**config.mk**
```make
export PLATFORM = sky130hd
export DESIGN_NAME = opr_sequencer
export DESIGN_NICKNAME = d
export VERILOG_FILES = /design/src/rtl/opr_sequencer.sv
export SDC_FILE = /design/constraint.sdc
export NUM_CORES = 1
export LEC_CHECK = 0
export ABC_AREA = 1
export CORE_MARGIN = 4
export CORE_UTILIZATION = 40
export DETAILED_ROUTE_END_ITERATION = 8
export PLACE_DENSITY = 0.77
export SETUP_SLACK_MARGIN = 0.4
export SYNTH_ARGS = -nofsm -noshare
export SYNTH_HDL_FRONTEND = slang
export SYNTH_SLANG_ARGS = --single-unit
```
**constraint.sdc**
```tcl
create_clock -name clk -period 1.2 [get_ports clk]
set_input_delay 0.12 -clock clk [delete_from_list [all_inputs] [get_ports clk]]
set_output_delay 0.12 -clock clk [all_outputs]
set_load 0.02 [all_outputs]
```
**src/rtl/opr_sequencer.sv**
```systemverilog
// Calculator front end: debounced button steps the A/B/op loads, then captures the compute-stage result.
// Optional trace of FSM transitions and captures when OPR_SEQ_TRACE_EN is defined.

package types_pkg;
  parameter int BITS = 16;

  typedef logic [BITS-1:0]   word_t;
  typedef logic [BITS/2-1:0] word_half_t;

  typedef enum logic [2:0] {
    RESET  = 3'd0,
    ADD    = 3'd1,
    SUB    = 3'd2,
    MUL    = 3'd3,
    AND_OP = 3'd4,
    OR_OP  = 3'd5,
    XOR_OP = 3'd6
  } opr_mode_t;

  typedef enum logic [2:0] {
    ST_A    = 3'd0,
    ST_B    = 3'd1,
    ST_OP   = 3'd2,
    ST_EXEC = 3'd3,
    ST_SHOW = 3'd4
  } seq_state_t;
endpackage

module opr_sequencer
  import types_pkg::*;
#(
  parameter int BITS            = 16,
  parameter int DEBOUNCE_CYCLES = 4,
  parameter int RESULT_LATENCY  = 2
) (
  input  logic       clk,
  input  logic       rst,
  input  logic       btn_next,
  input  word_half_t sw_in,
  input  opr_mode_t  op_in,
  output opr_mode_t  SELECTOR,
  output word_t      SW,
  input  word_t      result_in,
  output word_t      result_out,
  output logic       result_valid,
  output logic       busy
);

  localparam int DB_W  = $clog2(DEBOUNCE_CYCLES + 1);
  localparam int LAT_W = $clog2(RESULT_LATENCY + 1);

  if ((BITS % 2) != 0 || BITS != types_pkg::BITS || DEBOUNCE_CYCLES < 1 || RESULT_LATENCY < 1)
  begin : g_bad_params
    $error("opr_sequencer: illegal parameter combination");
  end

  // Handshake: there is no valid/ready pair here; a one-cycle press pulse is the only
  // advance strobe, and result_valid stays high until the next A load consumes the display.

  logic            sync1, sync2, stable, stable_d, press;
  logic [DB_W-1:0] db_cnt;

  always_ff @(posedge clk or posedge rst) begin
    if (rst) begin
      sync1    <= 1'b0;
      sync2    <= 1'b0;
      stable   <= 1'b0;
      stable_d <= 1'b0;
      press    <= 1'b0;
      db_cnt   <= '0;
    end else begin
      sync1    <= btn_next;
      sync2    <= sync1;
      stable_d <= stable;
      press    <= stable & ~stable_d;
      // Any sample agreeing with the stable level restarts the run count.
      if (sync2 == stable) begin
        db_cnt <= '0;
      end else if (db_cnt == DB_W'(DEBOUNCE_CYCLES - 1)) begin
        stable <= sync2;
        db_cnt <= '0;
      end else begin
        db_cnt <= db_cnt + DB_W'(1);
      end
    end
  end

  seq_state_t       state, state_n;
  opr_mode_t        op_q, op_map;
  logic [LAT_W-1:0] cnt;
  logic             load_a, load_b, load_op, capture;

  always_comb begin
    case (op_in)
      ADD, SUB, MUL, AND_OP, OR_OP, XOR_OP: op_map = op_in;
      default:                              op_map = RESET;
    endcase
  end

  always_comb begin
    state_n  = state;
    load_a   = 1'b0;
    load_b   = 1'b0;
    load_op  = 1'b0;
    capture  = 1'b0;
    busy     = 1'b0;
    SELECTOR = RESET;
    case (state)
      ST_A: if (press) begin
        load_a  = 1'b1;
        state_n = ST_B;
      end
      ST_B: if (press) begin
        load_b  = 1'b1;
        state_n = ST_OP;
      end
      ST_OP: if (press) begin
        load_op = 1'b1;
        state_n = ST_EXEC;
      end
      ST_EXEC: begin
        busy     = 1'b1;
        SELECTOR = op_q;
        if (cnt == LAT_W'(1)) begin
          capture = 1'b1;
          state_n = ST_SHOW;
        end
      end
      ST_SHOW: begin
        // Keep the operation applied so the displayed result's source stays stable.
        SELECTOR = op_q;
        if (press) state_n = ST_A;
      end
      default: state_n = ST_A;
    endcase
  end

  always_ff @(posedge clk or posedge rst) begin
    if (rst) begin
      state        <= ST_A;
      op_q         <= RESET;
      cnt          <= '0;
      SW           <= '0;
      result_out   <= '0;
      result_valid <= 1'b0;
    end else begin
      state <= state_n;
      if (load_a) begin
        SW[BITS/2-1:0] <= sw_in;
        result_valid   <= 1'b0;
      end
      if (load_b) SW[BITS-1:BITS/2] <= sw_in;
      if (load_op) begin
        op_q <= op_map;
        cnt  <= LAT_W'(RESULT_LATENCY);
      end else if (state == ST_EXEC) begin
        cnt <= cnt - LAT_W'(1);
      end
      if (capture) begin
        result_out   <= result_in;
        result_valid <= 1'b1;
      end
    end
  end

`ifdef OPR_SEQ_TRACE_EN
  always @(posedge clk) begin
    if (!rst && state_n != state) begin
      $display("%0t opr_sequencer: %s -> %s SW=%h op_q=%s",
               $time, state.name(), state_n.name(), SW, op_q.name());
      if (capture) $display("%0t opr_sequencer: result_out=%h (%0d)", $time, result_in, result_in);
    end
  end
`else
  // Trace disabled: the block is silent in simulation.
`endif

endmodule
```
### Word-level counts from Yosys, hierarchy flattened

Index checks and enable logic that the tools add are counted.

* divide/modulo/power cells: 0
* bitwise gates (word level): 3
* muxes and demuxes: 21
* reduce and logical (&&, ||, !) cells: 7
* equality and inequality tests: 18
* magnitude comparators: 0
* shift operators: 0
* $add $sub $neg: 2
* multiply operators: 0

Operators by type and width (count)
* 3-bit 2-to-1 mux: 9
* 3-bit by 2-bit equality test with 1-bit output, second input constant: 5
* 3-bit one-hot mux with 5 select lines: 1
* 3-bit equality test, second input constant: 4
* 2-bit inequality test, second input constant: 5
* 1-bit 2-to-1 mux: 9
* 3-bit by 1-bit equality test with 1-bit output, second input constant: 2
* 6-bit OR reduction: 1
* 5-bit AND reduction: 1
* 2-bit 2-to-1 mux: 2
* 2-bit nonzero test: 2
* 3-bit by 1-bit adder with 3-bit output, second input constant: 1
* 3-bit zero test: 1
* 2-bit by 1-bit equality test with 1-bit output, second input constant: 1
* 1-bit NOT: 2
* 2-bit AND reduction: 1
* 2-bit OR reduction: 1
* 2-bit by 1-bit subtractor with 2-bit output, second input constant: 1
* 1-bit AND: 1
* 1-bit equality test: 1

* logic and storage cells: 64
* memory bits (writable): 0
* input bits: 30
* memory bits (read-only): 0
* register bits after elaboration: 49
* latch bits: 0
* memories: 0
* output and inout bits: 37

### Logic depth before layout (Yosys ltp)

* depth in word-level cells: 4
* mapped depth: 8
* gate-level depth less buffers: 7

### Worst setup path before layout

Ideal clock, no wire load.

* path type: flip-flop to flip-flop
* start point: register cnt[1]
* end point: register result_out[0]
* clock period less this slack: 1291 ps
* slack: -91 ps
* required time: 1083 ps
* stages on the path, launching flop included: 8
* buffers on the path: 2
* library setup time: 117 ps
* data arrival time: 1174 ps
* cells stage by stage: dfrtp_1 > inv_1 > ha_1 > clkbuf_1 > nand2_2 > buf_6 > nand2_1 > nand2_1

* longest elaborated chain between the ends: 3

RTL lines
* start, declared: line 90 `logic [LAT_W-1:0] cnt;`
* start signal, assigned: line 155 `cnt <= LAT_W'(RESULT_LATENCY);`
* start signal, assigned: line 157 `cnt <= cnt - LAT_W'(1);`
* 2-bit by 1-bit equality test with 1-bit output: line 124 `if (cnt == LAT_W'(1)) begin`
* 1-bit 2-to-1 mux: line 124
* 1-bit 2-to-1 mux: line 108 `case (state)`
* end signal, assigned: line 160 `result_out <= result_in;`
* end, declared: line 44 `output word_t result_out,`

Every way passes these cells.
A chain may end at the register's enable or synchronous reset.

### Worst setup path after layout

* start point: register state[0]
* end point: register result_out[14]

* longest elaborated chain between the ends: 2

RTL lines
* start, declared: line 88 `seq_state_t state, state_n;`
* start signal, assigned: line 147 `state <= state_n;`
* 3-bit by 2-bit equality test with 1-bit output: line 108
* 1-bit 2-to-1 mux: line 108

Every way passes these cells.

==> flow_summary.toml <==
[run_status]
outcome = "finished with violations"
violations = "setup timing"

[global_route]
antenna_found_initial = 0
grt_max_degree = 50
grt_pass1_vias = 1788
grt_pass1_wl_mm = 7.990
grt_use_total_pct = 16.30
gr-total-overflow = 0

[synthesis]
synth_seq_cells = 49
synth_top_area_share_pct = 61.64
synth_area_leaders = "dfrtp_1 (62%), nand2_1 (12%), nand3_1 (5.0%)"
synth_warnings = 0
synth_area_um2 = 1989
synth_cells = 213
syn_nets = 245
synth.yosys.seq_area_share_pct = 61.64
synth_largest_area_cell = "dfrtp_1"
synth.distinct_cells = 21
avgSynthCellArea_um2 = 9.340

[sta]
setup_tns_ps = -6307
whs_ps = 232.8
period_minus_slack_ps = 1424
finalSetupViolations = 45
maxClockFrequency_mhz = 702.2
rsz0062_at_grt = "true"
worst_pin_slew_ps = 268.9
timing_hold_violations_final = 0
maxSlewViolCount = 0
max_slew_margin_pct = 81.98
fin_ws_ps = -224.2
fin_skew_ps = 6.383
fin_crit_sh_pct = 118.7

[detailed_routing]
drt_first_pass_iters = 4
wl_per_cell_um = 14.28
drt_iter0_drc = 84
via_per_inst = 4.794
ant_nets = 0
vias = 1913
wl_mm = 5.699
drc = 0

[clocking]
cts_max_path_buffers = 2
clk_latency_ps = 300
cts-root-buf = "clkbuf_8"
clkSinkCount = 49
numCtsBuffers = 5
postCtsHoldBufs = 0
h-tree-depth = 2
clkSlewWorstSetupHoldPaths_ps = 90
cts_tree = "yes"

[power_and_ir_drop]
cellLeakagePower_nw = 1.792
ir_worst_vdd_uv = 1782
p_sw_share_pct = 39.22
p_clk_share_pct = 10.8
total_power_mw = 10.59
switchingPower_mw = 4.152
p_comb_share_pct = 60.2
seqPwrFrac_pct = 29.0
p_int_mw = 6.434
power.density_nw_per_um2 = 2913

[floorplanning]
die_area_um2 = 6166
start_util_pct = 41.57
fp.dieH_um = 78.53
std_cell_rows = 25
die_x_um = 78.53
io_pins = 67
core_um2 = 4786

[layout]
nets = 363
diodes = 0
synthToLayoutAreaGrowth_pct = 82.70
final_cells = 399
drive_gt1_share_pct = 45.18
layout_common_cells = "dfrtp_1 (48), buf_6 (43), nand2_1 (42), buf_4 (37), clkdlybuf4s50_1 (29)"
fill_cells = 326
mostFrequentLayoutCell = "dfrtp_1"

[run]
cap_violations = 0

[place]
dp.cells = 354
post-place-ws_ps = -350.6
gp_congestion = 0.7294
dpl.hpwl_mm = 3.089
io_buffer_count = 66

[min_path]
hp-class = "input pin to async pin"

[critical_path]
crit_fanout = 7
crit_required_ps = 1380
end_kind = "flop"
arrival_ps = 1610
r2r_slack_ps = -220
critical_path_class = "flop to flop"
critPathLaunchType = "flop"
[area by class of cell]
type / count / area [µm²] / share of cell area [%]
flip-flops and latches: 49 / 1227 / 33.77
repair buffers: 118 / 1262 / 34.73
clock inverters: 2 / 38.79 / 1.067
clock buffers: 6 / 72.57 / 1.997
inverters: 26 / 101.3 / 2.788
well taps: 67 / 83.83 / 2.306
multi-input cells: 131 / 848.3 / 23.34
[sequential cells by signal (all words and copies together) (netlist names)]
register	count
result_out	16
SW	16
op_q	3
state	3
result_valid	1
sync1	1
stable	1
sync2	1
press	1
db_cnt	3
cnt	2
stable_d	1
[critical path: stages (launching register included)]
cell	delay, ps
dfrtp_1	420
nand2_2	90
nor2_4	120
buf_4	130
buf_6	100
buf_12	120
nand2_8	60
clkbuf_16	160
nand2_1	50
nand2_1	60
[kinds of logic (layout without fill, tap and decap cells)]
group / count (synthesis) / after routing / synth area share, %
adder cells (fa/ha/maj): 2 / 2 / 1.258
flip-flops: 49 / 49 / 61.64
AND/OR/NAND/NOR: 101 / 101 / 21.76
XOR/XNOR: 2 / 2 / 0.8807
AO/OA/AOI/OAI: 26 / 26 / 7.107
buffers and inverters: 33 / 152 / 7.358
[worst paths after layout]
check                      startpoint              to  cells after the start
max in group asynchronous         rst        state[2]                      3
setup / recovery             state[0]  result_out[14]                      9
hold / removal                    rst           sync1                      3
min in group clk             btn_next           sync1                      1
setup reg to reg             state[0]  result_out[14]                      9
hold reg to reg                 sync1           sync2                      0
[metrics by stage]
step                utilization, %  area (µm²)
global placement             59.79        2861
floorplan                        -        2038
global route                 75.95        3635
detailed placement           59.79        2861
finish                       75.95        3635
CTS                          68.05        3257
[power groups by stage]
stage	Combinational [mW]	Clock, mW	Sequential [mW]
after floorplan	1.62	0	3.56
after global placement	4.10	0	2.89
after detailed placement	4.21	0	2.89
after CTS	5.06	1.17	3.01
after global routing	6.80	1.25	3.16
final	6.37	1.15	3.07
[synth_stat cells]
cell type / number
a21oi_1: 2
buf_2: 3
buf_4: 1
buf_6: 2
clkbuf_1: 1
dfrtp_1: 49
ha_1: 2
inv_1: 26
nand2_1: 65
nand2_2: 1
nand3_1: 20
nand3_2: 1
nand4_1: 1
nor2_1: 9
nor2_4: 2
nor3_1: 2
o211ai_1: 2
o21ai_0: 20
o221ai_1: 1
o31ai_1: 1
xnor2_1: 2
[routing by layer]
| layer | GRT usage, % | vias up | routed length (µm) |
|---|---|---|---|
| li1 | - | 913 | - |
| met1 | 19.99 | 913 | 2260 |
| met2 | 28.61 | 78 | 3043 |
| met3 | 4.702 | 9 | 338 |
| met4 | 3.147 | 0 | 55 |
| met5 | 0 | - | 0 |
[repair_timing]
item / CTS / global route
endpoints found under the setup margin: 82 / 82
setup buffers: 11 / 20
resized for setup: 243 / 71
pin swaps: 7 / 11
gates cloned: 3 / 3
No activity file was read; power rests on OpenSTA's default activity.
